<file path="config.mk">
export PLATFORM = sky130hd
export DESIGN_NAME = spi_follower
export DESIGN_NICKNAME = d
export VERILOG_FILES = /design/src/rtl/spi_follower.sv
export SDC_FILE = /design/constraint.sdc
export NUM_CORES = 1
export LEC_CHECK = 0
export CAP_MARGIN = 25
export CORE_AREA = 2 2 87 89
export CTS_BUF_LIST = sky130_fd_sc_hd__clkbuf_4
export DETAILED_ROUTE_END_ITERATION = 10
export DIE_AREA = 0 0 89 91
export GPL_ROUTABILITY_DRIVEN = 0
export GPL_TIMING_DRIVEN = 0
export PLACE_DENSITY = 0.78
export RECOVER_POWER = 100
export SETUP_SLACK_MARGIN = 0.4
export SLEW_MARGIN = 20
export SYNTH_ARGS = -nofsm -noshare
export SYNTH_HDL_FRONTEND = slang
export SYNTH_SLANG_ARGS = --single-unit
</file>
<file path="constraint.sdc">
create_clock -name clk -period 5.6 [get_ports clk]
set_clock_uncertainty 0.1 [all_clocks]
set_input_delay 1.12 -clock clk [delete_from_list [all_inputs] [get_ports clk]]
set_output_delay 1.12 -clock clk [all_outputs]
set_load 0.02 [all_outputs]
</file>
<file path="src/rtl/spi_follower.sv">
`default_nettype none
// ============================================================================
// Module   : spi_follower
// Purpose  : SPI follower (slave) clocked entirely by the system clock.
//            sclk/cs_n/mosi are resynchronised into clk and edges are detected
//            on the synchronised sclk. Supports all four cpol/cpha modes and
//            8- or 16-bit words, MSB first. A one-entry tx buffer feeds each
//            frame; an empty buffer at frame start sends all ones and pulses
//            underrun.
// Ports    : clk, rst (async, active-high)
//            sclk, cs_n, mosi       - SPI pins from the leader (asynchronous)
//            miso                   - SPI data to the leader
//            cpol, cpha, len        - mode/word length, captured at frame start
//            tx_data/tx_valid/tx_ready - tx word handshake
//            rx_data/rx_valid       - received word and one-clk update pulse
//            underrun               - one-clk pulse, frame began with no tx word
//            busy                   - FSM not idle
// Config   : define SPI_FOLLOWER_MISO_TRISTATE_EN to float miso (high-Z) while
//            idle or deselected; otherwise miso drives 1 in those conditions.
// Revision : 1.0 - initial release
// ============================================================================
module spi_follower #(
  parameter int SYNC_STAGES = 2  // legal 2..4
) (
  input  logic        clk,
  input  logic        rst,
  input  logic        sclk,
  input  logic        cs_n,
  input  logic        mosi,
  output logic        miso,
  input  logic        cpol,
  input  logic        cpha,
  input  logic        len,
  input  logic [15:0] tx_data,
  input  logic        tx_valid,
  output logic        tx_ready,
  output logic [15:0] rx_data,
  output logic        rx_valid,
  output logic        underrun,
  output logic        busy
);

  typedef enum logic [2:0] {
    S_IDLE  = 3'd0,
    S_LOAD  = 3'd1,
    S_SHIFT = 3'd2,
    S_DONE  = 3'd3,
    S_WAIT  = 3'd4
  } state_t;

  // The synchroniser chain needs SYNC_STAGES clocks after reset to reflect the
  // real pins, plus one more for the delayed cs_n copy; until then a cs_n that
  // is already low would look like a fresh falling edge.
  localparam logic [2:0] SETTLE_CNT = 3'(SYNC_STAGES + 1);

  logic [SYNC_STAGES-1:0] sclk_sync_q, sclk_sync_d;
  logic [SYNC_STAGES-1:0] cs_sync_q,   cs_sync_d;
  logic [SYNC_STAGES-1:0] mosi_sync_q, mosi_sync_d;
  logic        sclk_dly_q, sclk_dly_d;
  logic        cs_dly_q,   cs_dly_d;
  logic [2:0]  settle_q,   settle_d;
  state_t      state_q,    state_d;
  logic        cpol_q,     cpol_d;
  logic        cpha_q,     cpha_d;
  logic        len_q,      len_d;
  logic        tx_full_q,  tx_full_d;
  logic [15:0] tx_buf_q,   tx_buf_d;
  logic [15:0] tx_sr_q,    tx_sr_d;
  logic [15:0] rx_sr_q,    rx_sr_d;
  logic [4:0]  cnt_q,      cnt_d;
  logic        miso_q,     miso_d;
  logic [15:0] rx_data_q,  rx_data_d;
  logic        rx_valid_q, rx_valid_d;
  logic        underrun_q, underrun_d;
  logic        busy_q,     busy_d;

  logic        sclk_s, cs_s, mosi_s;
  logic        sclk_rise, sclk_fall;
  logic        lead_edge, trail_edge;
  logic        sample_edge, shift_edge;
  logic        armed;
  logic [15:0] load_word;
  logic [4:0]  bit_limit;

  assign sclk_s = sclk_sync_q[SYNC_STAGES-1];
  assign cs_s   = cs_sync_q[SYNC_STAGES-1];
  assign mosi_s = mosi_sync_q[SYNC_STAGES-1];

  assign sclk_rise = sclk_s & ~sclk_dly_q;
  assign sclk_fall = ~sclk_s & sclk_dly_q;
  // Leading edge leaves the cpol idle level, trailing edge returns to it.
  assign lead_edge  = cpol_q ? sclk_fall : sclk_rise;
  assign trail_edge = cpol_q ? sclk_rise : sclk_fall;
  assign sample_edge = cpha_q ? trail_edge : lead_edge;
  assign shift_edge  = cpha_q ? lead_edge  : trail_edge;

  assign armed     = (settle_q == SETTLE_CNT);
  assign bit_limit = len_q ? 5'd16 : 5'd8;
  // The transmit word is always left-justified so bit 15 is the next bit out.
  assign load_word = !tx_full_q ? 16'hFFFF :
                     (len_q ? tx_buf_q : {tx_buf_q[7:0], 8'h00});

  always_comb begin
    sclk_sync_d = {sclk_sync_q[SYNC_STAGES-2:0], sclk};
    cs_sync_d   = {cs_sync_q[SYNC_STAGES-2:0],   cs_n};
    mosi_sync_d = {mosi_sync_q[SYNC_STAGES-2:0], mosi};
    sclk_dly_d  = sclk_s;
    cs_dly_d    = cs_s;
    settle_d    = armed ? settle_q : settle_q + 3'd1;
    state_d     = state_q;
    cpol_d      = cpol_q;
    cpha_d      = cpha_q;
    len_d       = len_q;
    tx_full_d   = tx_full_q;
    tx_buf_d    = tx_buf_q;
    tx_sr_d     = tx_sr_q;
    rx_sr_d     = rx_sr_q;
    cnt_d       = cnt_q;
    miso_d      = miso_q;
    rx_data_d   = rx_data_q;
    rx_valid_d  = 1'b0;
    underrun_d  = 1'b0;

    case (state_q)
      S_IDLE: begin
        miso_d = 1'b1;
        if (armed && cs_dly_q && !cs_s) begin
          cpol_d  = cpol;
          cpha_d  = cpha;
          len_d   = len;
          state_d = S_LOAD;
        end
      end
      S_LOAD: begin
        // The buffer is consumed even if the frame is aborted this cycle.
        tx_full_d  = 1'b0;
        underrun_d = !tx_full_q;
        cnt_d      = 5'd0;
        rx_sr_d    = 16'h0000;
        if (!cpha_q) begin
          miso_d  = load_word[15];
          tx_sr_d = {load_word[14:0], 1'b0};
        end else begin
          tx_sr_d = load_word;
        end
        state_d = cs_s ? S_IDLE : S_SHIFT;
      end
      S_SHIFT: begin
        // A deselect beats any sclk edge seen in the same cycle.
        if (cs_s) begin
          state_d = S_IDLE;
        end else begin
          if (shift_edge) begin
            miso_d  = tx_sr_q[15];
            tx_sr_d = {tx_sr_q[14:0], 1'b0};
          end
          if (sample_edge) begin
            rx_sr_d = {rx_sr_q[14:0], mosi_s};
            cnt_d   = cnt_q + 5'd1;
            if (cnt_q + 5'd1 == bit_limit) begin
              state_d = S_DONE;
            end
          end
        end
      end
      S_DONE: begin
        rx_data_d  = len_q ? rx_sr_q : {8'h00, rx_sr_q[7:0]};
        rx_valid_d = 1'b1;
        state_d    = S_WAIT;
      end
      S_WAIT: begin
        // Extra sclk edges are ignored and miso holds until deselect.
        if (cs_s) begin
          state_d = S_IDLE;
        end
      end
      default: state_d = S_IDLE;
    endcase

    // Accepting after the LOAD update lets a word arriving during LOAD be
    // kept for the following frame.
    if (tx_valid && !tx_full_q) begin
      tx_full_d = 1'b1;
      tx_buf_d  = tx_data;
    end

    busy_d = (state_d != S_IDLE);
  end

  always_ff @(posedge clk or posedge rst) begin
    if (rst) begin
      sclk_sync_q <= '0;
      cs_sync_q   <= '1;
      mosi_sync_q <= '0;
      sclk_dly_q  <= 1'b0;
      cs_dly_q    <= 1'b1;
      settle_q    <= 3'd0;
      state_q     <= S_IDLE;
      cpol_q      <= 1'b0;
      cpha_q      <= 1'b0;
      len_q       <= 1'b0;
      tx_full_q   <= 1'b0;
      tx_buf_q    <= 16'h0000;
      tx_sr_q     <= 16'h0000;
      rx_sr_q     <= 16'h0000;
      cnt_q       <= 5'd0;
      miso_q      <= 1'b1;
      rx_data_q   <= 16'h0000;
      rx_valid_q  <= 1'b0;
      underrun_q  <= 1'b0;
      busy_q      <= 1'b0;
    end else begin
      sclk_sync_q <= sclk_sync_d;
      cs_sync_q   <= cs_sync_d;
      mosi_sync_q <= mosi_sync_d;
      sclk_dly_q  <= sclk_dly_d;
      cs_dly_q    <= cs_dly_d;
      settle_q    <= settle_d;
      state_q     <= state_d;
      cpol_q      <= cpol_d;
      cpha_q      <= cpha_d;
      len_q       <= len_d;
      tx_full_q   <= tx_full_d;
      tx_buf_q    <= tx_buf_d;
      tx_sr_q     <= tx_sr_d;
      rx_sr_q     <= rx_sr_d;
      cnt_q       <= cnt_d;
      miso_q      <= miso_d;
      rx_data_q   <= rx_data_d;
      rx_valid_q  <= rx_valid_d;
      underrun_q  <= underrun_d;
      busy_q      <= busy_d;
    end
  end

  assign tx_ready = ~tx_full_q;
  assign rx_data  = rx_data_q;
  assign rx_valid = rx_valid_q;
  assign underrun = underrun_q;
  assign busy     = busy_q;

`ifdef SPI_FOLLOWER_MISO_TRISTATE_EN
  assign miso = ((state_q == S_IDLE) || cs_s) ? 1'bz : miso_q;
`else
  assign miso = ((state_q == S_IDLE) || cs_s) ? 1'b1 : miso_q;
`endif

endmodule
`default_nettype wire

</file>
==> results.yml, run 1 <==
status:
  status: "complete, but fails checks"
  violations: "max-capacitance violations, max-slew violations"
setup_path:
  path_cells: "or3_2 -> dlygate4sd3_1"
  r2r_cells: 5
  timing_worst_setup_path_type: "flip-flop to output port"
  required_ps: 4380
  cp-end-kind: "output port"
  worst-path-buf-inv: 1
  worst-path-stages: 2
  crit_family: "buffers and inverters"
  cp_max_fo: 6
  startpoint_type: "flip-flop"
  arrival_ps: 2020
  slowest_stage: "dlygate4sd3_1"
  critPathMaxStageDelay_ps: 660
placed_design:
  port_buffers: 45
  dp_hpwl_um: 5680
  dp_slack_ps: 2620
global_route:
  grt_max_degree: 52
  grtUsageTotal_pct: 22.0
  antenna_found_initial: 0
  grt_overflow: 0
  grt_pass1_wl_um: 14000
  grt_pass1_vias: 3001
routing:
  post_drt_wl_per_cell_um: 14.9
  vias_per_cell: 5.43
  firstDrtPassIters: 5
  via_count: 2884
  wirelength_um: 7930
  drtIter0Drc: 187
  remaining_drc_errors: 0
  ant_nets: 0
floorplan:
  row_count: 31
  ios: 46
  die_h_um: 91
  initial_core_util_pct: 57.3
  die_area_mm2: 0.00810
  dieWidth_um: 89
  core_area_mm2: 0.00714
clocking:
  clock_path_buffers: 2
  cts_root_buf: "clkbuf_4"
  cts_hold_buf: 0
  clock-sinks: 91
  cts_buffers: 9
  cts_tree: "yes"
  cts_setup_buffers: 0
  htree_levels: 3
  clock_latency_ps: 440
  clkTransAtPathRegs_ps: 150
  cts_resized: 0
logic_synthesis:
  yosysSeqAreaShare_pct: 55.8
  synthDistinctLibCells: 47
  synthTopCellsByArea: "dfrtp_1, mux2_2, nand2_1"
  synth_xor_area_share_pct: 0.826
  synth_enable_flop_cells: 0
  synthSimpleGateAreaFrac_pct: 15.2
  ys.flop_type: "dfrtp_1"
  yosys_warnings: 0
  synth.top_cell.area_share_pct: 53.3
  ys_ff_latch: 91
  synth_compound_area_share_pct: 10.8
  synth_area_mm2: 0.00409
  synth_mux_area_share_pct: 12.7
  synthAdderAreaFrac_pct: 1.16
  synth_top_cell_by_area: "dfrtp_1"
  syn-num-nets: 398
  synth_area_per_cell_um2: 11.0
  synth_cells: 370
  async_reset_ff_share_pct: 100
  synth_top_family_by_area: "simple AND/OR/NAND/NOR gates"
sta:
  tightestPinTransition_ps: 1830
  rsz0062_at_grt: "false"
  tns_ps: 0
  fin_ws_ps: 2360
  fin_crit_sh_pct: 57.9
  post-route-min-period_ps: 3240
  fmax_mhz: 309
  slew_viol_final: 41
  finalSetupViolCount: 0
  slew-limit-headroom_pct: -22.7
  hold_viol_final: 0
final_layout:
  n_antenna_cell: 0
  mostFrequentLayoutCells: "dfrtp_1, nand2_1, mux2_2, dlygate4sd3_1"
  drive_gt1_share_pct: 15.5
  area.growth.synth_to_final_pct: 17.4
  final_common_cell: "dfrtp_1"
  nNetsFinal: 455
power_and_ir_drop:
  ir_drop_mv: 0.237
  powerDensity_mw_per_mm2: 363
  p_leak_nw: 2.11
min_path:
  min_path_type: "flip-flop to flip-flop"
  min_delay_path_depth: 0
flow_run:
  drv_cap: 1
[final cells by class]
type,count,area [um2]
Fill cell,601,2340
Sequential cell,91,2280
Multi-Input combinational cell,247,1650
Timing Repair Buffer,46,478
Tap cell,99,124
Buffer,25,100
Clock buffer,10,75.1
Clock inverter,6,65.1
Inverter,7,27.5
[layer usage]
| metal | up-vias | routed length (um) | track usage [%] | share of wire, % |
|---|---|---|---|---|
| met5 | - | 0 | 0 | 0 |
| met4 | 0 | 131 | 8.33 | 1.7 |
| met3 | 9 | 292 | 3.09 | 3.7 |
| met2 | 64 | 3930 | 35.4 | 50 |
| met1 | 1397 | 3580 | 30.2 | 45 |
| li1 | 1414 | - | - | - |
[cell families (layout without fill, tap and decap cells)]
kind of cell,Yosys count,count (layout)
and+or+nand+nor,132,132
buffers and inverters,32,94
adders and majority gates,4,4
muxes,47,47
xor gates and xnor gates,3,3
DFF,91,91
AOI/OAI and AO/OA,61,61
[where the power goes]
part	switching [W]	internal (W)
clock network	0.000225	0.000142
logic	0.000218	0.000257
registers	0.000106	0.000794
total	0.000549	0.00119
[synth_stat cells (4+ instances only)]
cell and n:
a21oi_1 9, nand2_1 78, o21ai_1 17, dfstp_2 4, dfrtp_1 87, o221a_1 10, mux2i_1 11, nand3_1 24
o21ai_0 8, buf_2 12, nor2_1 5, clkbuf_1 9, mux2_2 34, nor2b_1 4, a21o_1 5, inv_1 5
[stage by stage]
step           total power [W]  instance area [um2]  utilization (%)  instances  hold slack [ps]
4_1_cts                0.00176                 4830             67.7        531              268
6_report               0.00174                 4800             67.2        531              267
3_3_place_gp           0.00137                 4660             65.3        514              234
5_1_grt                0.00185                 4800             67.2        531              282
3_5_place_dp           0.00139                 4690             65.7        515              237
2_1_floorplan          0.00125                 4090                -        370              231
[path summary, 6_finish.rpt]
kind	start	end	slack, ps
worst max-delay path	cs_sync_q[1]	miso	2360
worst min-delay path	mosi_sync_q[0]	mosi_sync_q[1]	270
worst max register to register	cs_sync_q[1]	tx_sr_q[8]	2880
worst min register to register	mosi_sync_q[0]	mosi_sync_q[1]	270
max in group asynchronous	rst	cs_dly_q	3000
min in group asynchronous	rst	cnt_q[2]	1480
[registers in the layout (all words and copies together), names as in the netlist, 2 cells and up]
name	cells
cnt_q	5
cs_sync_q	2
mosi_sync_q	2
rx_data	16
rx_sr_q	16
sclk_sync_q	2
settle_q	3
state_q	3
tx_buf_q	16
tx_sr_q	16
No activity file was read; power rests on OpenSTA's default activity.
==> inputs of run 2 (changes only) <==
--- a/config.mk
+++ b/config.mk
@@ -6,13 +6,13 @@
 export NUM_CORES = 1
 export LEC_CHECK = 0
 export CAP_MARGIN = 25
-export CORE_AREA = 2 2 87 89
+export CORE_AREA = 2 2 92 94
 export CTS_BUF_LIST = sky130_fd_sc_hd__clkbuf_4
 export DETAILED_ROUTE_END_ITERATION = 10
-export DIE_AREA = 0 0 89 91
+export DIE_AREA = 0 0 94 96
 export GPL_ROUTABILITY_DRIVEN = 0
 export GPL_TIMING_DRIVEN = 0
-export PLACE_DENSITY = 0.78
+export PLACE_DENSITY = 0.73
 export RECOVER_POWER = 100
 export SETUP_SLACK_MARGIN = 0.4
 export SLEW_MARGIN = 20
==> constraint.sdc (replaced) <==
create_clock -name clk -period 2.69 [get_ports clk]
set_clock_uncertainty 0.1 [all_clocks]
set_input_delay 0.538 -clock clk [delete_from_list [all_inputs] [get_ports clk]]
set_output_delay 0.538 -clock clk [all_outputs]
set_load 0.02 [all_outputs]
==> run 2 against run 1 <==
Effect of this change: the run now ends clean; cell area grew 0.99%; critical path depth rose by 4; register-to-register slack got worse by 2500 ps; routed wire length increased by 0.24%; sequential power is 110% higher; total power rose by 110%; cell count rose by 1.7%; sequential share of layout area shrank 0.47 points; count of clock-buffer cells in the layout decreased by 1; non-clock buffer count is 3 higher; global-route usage fell by 2.3 points.
==> results.yml, run 2 (synthesis results as in run 1) <==
placed_design:
  dp_hpwl_um: 5750
  port_buffers: 45
setup_path:
  worst-path-stages: 6
  rr_startpoint: "state_q[0]"
  r2r_end: "tx_sr_q[1]"
  cp_max_fo: 10
  path_cells: "clkbuf_1 -> clkbuf_1 -> or3b_1 -> o21ai_4 -> clkbuf_1 -> o221a_1"
  r2r_cells: 6
  crit_top_cell: "clkbuf_1"
  crit_start: "state_q[0]"
  critPathMaxStageDelay_ps: 520
  crit_family: "buffers and inverters"
  required_ps: 2950
  timing_worst_setup_path_type: "flip-flop to flip-flop"
  endpoint: "tx_sr_q[1]"
  worst-path-buf-inv: 3
  startpoint_type: "flip-flop"
  arrival_ps: 2590
  reg2reg_slack_ps: 370
  cp-end-kind: "flip-flop"
  slowest_stage: "or3b_1"
sta:
  hold_viol_final: 0
  timing.hold.ws_ps: 264
  slew-limit-headroom_pct: 34.9
  finalSetupViolCount: 0
  post-route-min-period_ps: 2320
  rsz0062_at_grt: "false"
  tightestPinTransition_ps: 972
  tns_ps: 0
  slew_viol_final: 0
  fmax_mhz: 430
  fin_crit_sh_pct: 86.4
global_route:
  antenna_found_initial: 0
  grtUsageTotal_pct: 19.7
  grt_max_degree: 27
  grt_pass1_wl_um: 13900
  grt_overflow: 0
  grt_pass1_vias: 2923
clocking:
  clock_latency_ps: 430
  clkTransAtPathRegs_ps: 140
  cts_root_buf: "clkbuf_4"
  cts_buffers: 9
  htree_levels: 3
  clock-sinks: 91
  cts_tree: "yes"
  clock_path_buffers: 2
power_and_ir_drop:
  powerDensity_mw_per_mm2: 759
  ir_drop_mv: 0.465
  p_leak_nw: 2.12
min_path:
  min_delay_path_depth: 0
  min_path_type: "flip-flop to flip-flop"
routing:
  wirelength_um: 7950
  remaining_drc_errors: 0
  post_drt_wl_per_cell_um: 14.7
  via_count: 2937
  drtIter0Drc: 117
  firstDrtPassIters: 4
  ant_nets: 0
  vias_per_cell: 5.44
floorplan:
  die_h_um: 96
  row_count: 33
  ios: 46
  initial_core_util_pct: 50.8
  core_area_mm2: 0.00805
  dieWidth_um: 94
  die_area_mm2: 0.00902
final_layout:
  fillers: 695
  drive_gt1_share_pct: 15.9
  mostFrequentLayoutCells: "dfrtp_1, nand2_1, mux2_2, nand3_1, dlygate4sd3_1"
  final_core_util_pct: 60.2
  area.growth.synth_to_final_pct: 18.5
  n_antenna_cell: 0
  nNetsFinal: 458
  final_common_cell: "dfrtp_1"
status:
  status: "finished, final reports clean"
flow_run:
  drv_cap: 0
==> run 2: cell count changes in the layout (fill, tap and decap cells not counted), moves of 2 or more <==
cell and delta:
clkbuf_2 +3, clkinv_1 +2, clkinv_2 -2, dlygate4sd3_1 -2
==> run 2: repair_timing <==
| action | in CTS | in global routing |
|---|---|---|
| pin swaps | 0 | 0 |
| hold endpoints to repair | 0 | 0 |
| buffers inserted | 1 | 0 |
| setup endpoints to repair | 2 | 9 |
| hold buffers | 0 | 0 |
| gates resized for setup | 3 | 4 |
| cloned | 0 | 0 |
==> run 2: worst reg2reg max path: stages (launching register included) <==
cell and delay (ps):
dfrtp_1 400, clkbuf_1 120, clkbuf_1 220, or3b_1 520, o21ai_4 260, clkbuf_1 380, o221a_1 260
==> run 2: final cells by class <==
cell class	instances	area, um2	share of cell area [%]
Multi-Input combinational cell	247	1660	34.2
Inverter	7	27.5	0.568
Clock inverter	7	91.3	1.89
Timing Repair Buffer	49	484	9.99
Clock buffer	9	67.6	1.39
Sequential cell	91	2280	47.1
Tap cell	105	131	2.71
Buffer	25	101	2.09
==> run 2: stage by stage <==
step	cells	total power, W	worst slack, ps	cell area, um2
after floorplan	370	0.00260	933	4090
after global placement	520	0.00285	44.5	4670
after detailed placement	523	0.00289	290	4740
after CTS	540	0.00373	392	4910
after global routing	540	0.00391	248	4840
final	540	0.00368	366	4840
==> run 2: power by group <==
part	internal, W	switching [W]	total (W)
registers	0.00165	0.000212	0.00187
logic	0.000532	0.000448	0.000980
clock network	0.000374	0.000460	0.000834
==> run 2: worst min path at each step <==
stage | from | to | slack, ps
floorplan | mosi_sync_q[0] | mosi_sync_q[1] | 230
global placement | sclk_sync_q[0] | sclk_sync_q[1] | 230
detailed placement | sclk_sync_q[0] | sclk_sync_q[1] | 240
CTS | cs_sync_q[0] | cs_sync_q[1] | 270
global route | cs_sync_q[0] | cs_sync_q[1] | 280
finish | sclk_sync_q[0] | sclk_sync_q[1] | 260
==> run 2: per-layer routing <==
| layer | up-vias | wire (um) | track usage [%] | part of all wire, % |
|---|---|---|---|---|
| li1 | 1418 | - | - | - |
| met1 | 1451 | 3770 | 27.1 | 47 |
| met2 | 56 | 3790 | 31.4 | 48 |
| met3 | 12 | 258 | 3.37 | 3.2 |
| met4 | 0 | 133 | 7.73 | 1.7 |
| met5 | - | 0 | 0 | 0 |
==> inputs of run 3 (changes only) <==
--- a/config.mk
+++ b/config.mk
@@ -8,6 +8,7 @@
 export CAP_MARGIN = 25
 export CORE_AREA = 2 2 92 94
 export CTS_BUF_LIST = sky130_fd_sc_hd__clkbuf_4
+export CTS_CLUSTER_SIZE = 14
 export DETAILED_ROUTE_END_ITERATION = 10
 export DIE_AREA = 0 0 94 96
 export GPL_ROUTABILITY_DRIVEN = 0
@@ -19,3 +20,4 @@
 export SYNTH_ARGS = -nofsm -noshare
 export SYNTH_HDL_FRONTEND = slang
 export SYNTH_SLANG_ARGS = --single-unit
+export TNS_END_PERCENT = 1
==> run 3 against run 2 <==
Effect of this change: sequential share of layout area about the same; via count is essentially flat; register-to-register slack barely moved; worst setup slack got worse by 29 ps; largest cell class unchanged.
==> results.yml, run 3 (synthesis results as in run 1) <==
routing:
  wirelength_um: 7920
  firstDrtPassIters: 4
  vias_per_cell: 5.44
  post_drt_wl_per_cell_um: 14.7
  remaining_drc_errors: 0
  drtIter0Drc: 121
  ant_nets: 0
  via_count: 2939
sta:
  finalSetupViolCount: 0
  tightestPinTransition_ps: 971
  slew-limit-headroom_pct: 34.9
  fmax_mhz: 425
  rsz0062_at_grt: "true"
  slew_viol_final: 0
  post-route-min-period_ps: 2350
  fin_crit_sh_pct: 87.5
  hold_viol_final: 0
  tns_ps: 0
setup_path:
  arrival_ps: 1720
  r2r_cells: 6
  cp_max_fo: 6
  cp-end-kind: "output port"
  required_ps: 2050
  startpoint_type: "flip-flop"
  timing_worst_setup_path_type: "flip-flop to output port"
floorplan:
  core_area_mm2: 0.00805
  initial_core_util_pct: 50.8
  dieWidth_um: 94
  ios: 46
  row_count: 33
  die_h_um: 96
  die_area_mm2: 0.00902
final_layout:
  drive_gt1_share_pct: 15.6
  multi_input_area_mm2: 0.00166
  final_common_cell: "dfrtp_1"
  nNetsFinal: 458
  area.growth.synth_to_final_pct: 18.6
  mostFrequentLayoutCells: "dfrtp_1, nand2_1, mux2_2, nand3_1, dlygate4sd3_1"
  fillers: 695
  ff_latch_area_mm2: 0.00228
  n_antenna_cell: 0
  final_core_util_pct: 60.2
power_and_ir_drop:
  ir_drop_mv: 0.465
  power.share.sequential_pct: 50.7
  total_power_w: 0.00368
  switching_power_w: 0.00112
  p_int_w: 0.00256
  p_comb_share_pct: 26.6
  powerDensity_mw_per_mm2: 758
  clkPwrFrac_pct: 22.7
  p_leak_nw: 2.12
  switching_share_pct: 30.4
clocking:
  clock_latency_ps: 430
  cts_root_buf: "clkbuf_4"
  cts_hold_buf: 0
  clock-sinks: 91
  cts_tree: "yes"
  cts_buffers: 9
  clkTransAtPathRegs_ps: 130
  htree_levels: 3
  clock_path_buffers: 2
min_path:
  min_path_type: "flip-flop to flip-flop"
  min_delay_path_depth: 0
global_route:
  grtUsageTotal_pct: 19.7
  grt_max_degree: 27
  antenna_found_initial: 0
  grt_overflow: 0
  grt_pass1_wl_um: 13900
  grt_pass1_vias: 2923
placed_design:
  dp_hpwl_um: 5750
  port_buffers: 45
flow_run:
  drv_cap: 0
status:
  status: "finished, final reports clean"
run 3: cell count changes in the layout (fill, tap and decap cells not counted), sizes merged:
cell / previous run / this run
clkdlybuf4s25: 0 / 1
clkbuf: 31 / 30
run 3: power by group through the flow:
| stage | logic (W) | registers (W) | clock network [W] |
|---|---|---|---|
| 3_5_place_dp | 0.00101 | 0.00189 | 0 |
| 5_1_grt | 0.00109 | 0.00191 | 0.000910 |
| 6_report | 0.000979 | 0.00187 | 0.000834 |
| 2_1_floorplan | 0.000783 | 0.00182 | 0 |
| 4_1_cts | 0.00101 | 0.00187 | 0.000856 |
| 3_3_place_gp | 0.000965 | 0.00188 | 0 |
run 3: cell type report:
cell class / instances / area share, %
repair buffers: 49 / 10.1
plain buffers: 25 / 2.06
clock inverters: 7 / 1.88
multi-input cells: 247 / 34.2
inverters: 7 / 0.568
well taps: 105 / 2.71
flip-flops and latches: 91 / 47.1
clock buffers: 9 / 1.39
run 3: repair_timing:
action,in CTS,in global routing
setup endpoints to repair,2,9
gates resized for setup,3,3
pin swaps,0,0
gates cloned,0,0
buffers inserted,1,0
run 3: worst max-delay path, cell delays in order, from the launching register on:
cell	delay, ps
dfstp_1	440
or3_2	490
clkdlybuf4s25_1	360
run 3: through the flow:
step	hold WS [ps]	cells	setup WS, ps	instance area [um2]
finish	264	540	337	4850
global route	281	540	191	4850
CTS	267	540	392	4910
detailed placement	237	523	290	4740
global placement	233	520	44.5	4670
floorplan	231	370	933	4090
run 3: layer usage:
metal  GRT usage (%)  up-vias  routed length, um
met2            31.4       60               3760
met3            3.37       13                259
met4            7.73        0                145
met5               0        -                  0
met1            27.1     1447               3760
li1                -     1419                  -
run 3: worst paths after layout:
path / from / end / slack [ps]
worst max register to register: state_q[0] / tx_sr_q[5] / 370
worst min-delay path: sclk_sync_q[0] / sclk_sync_q[1] / 260
min in group asynchronous: rst / cnt_q[3] / 600
worst min register to register: sclk_sync_q[0] / sclk_sync_q[1] / 260
max in group asynchronous: rst / miso_q / 580
worst max-delay path: cs_sync_q[1] / miso / 340
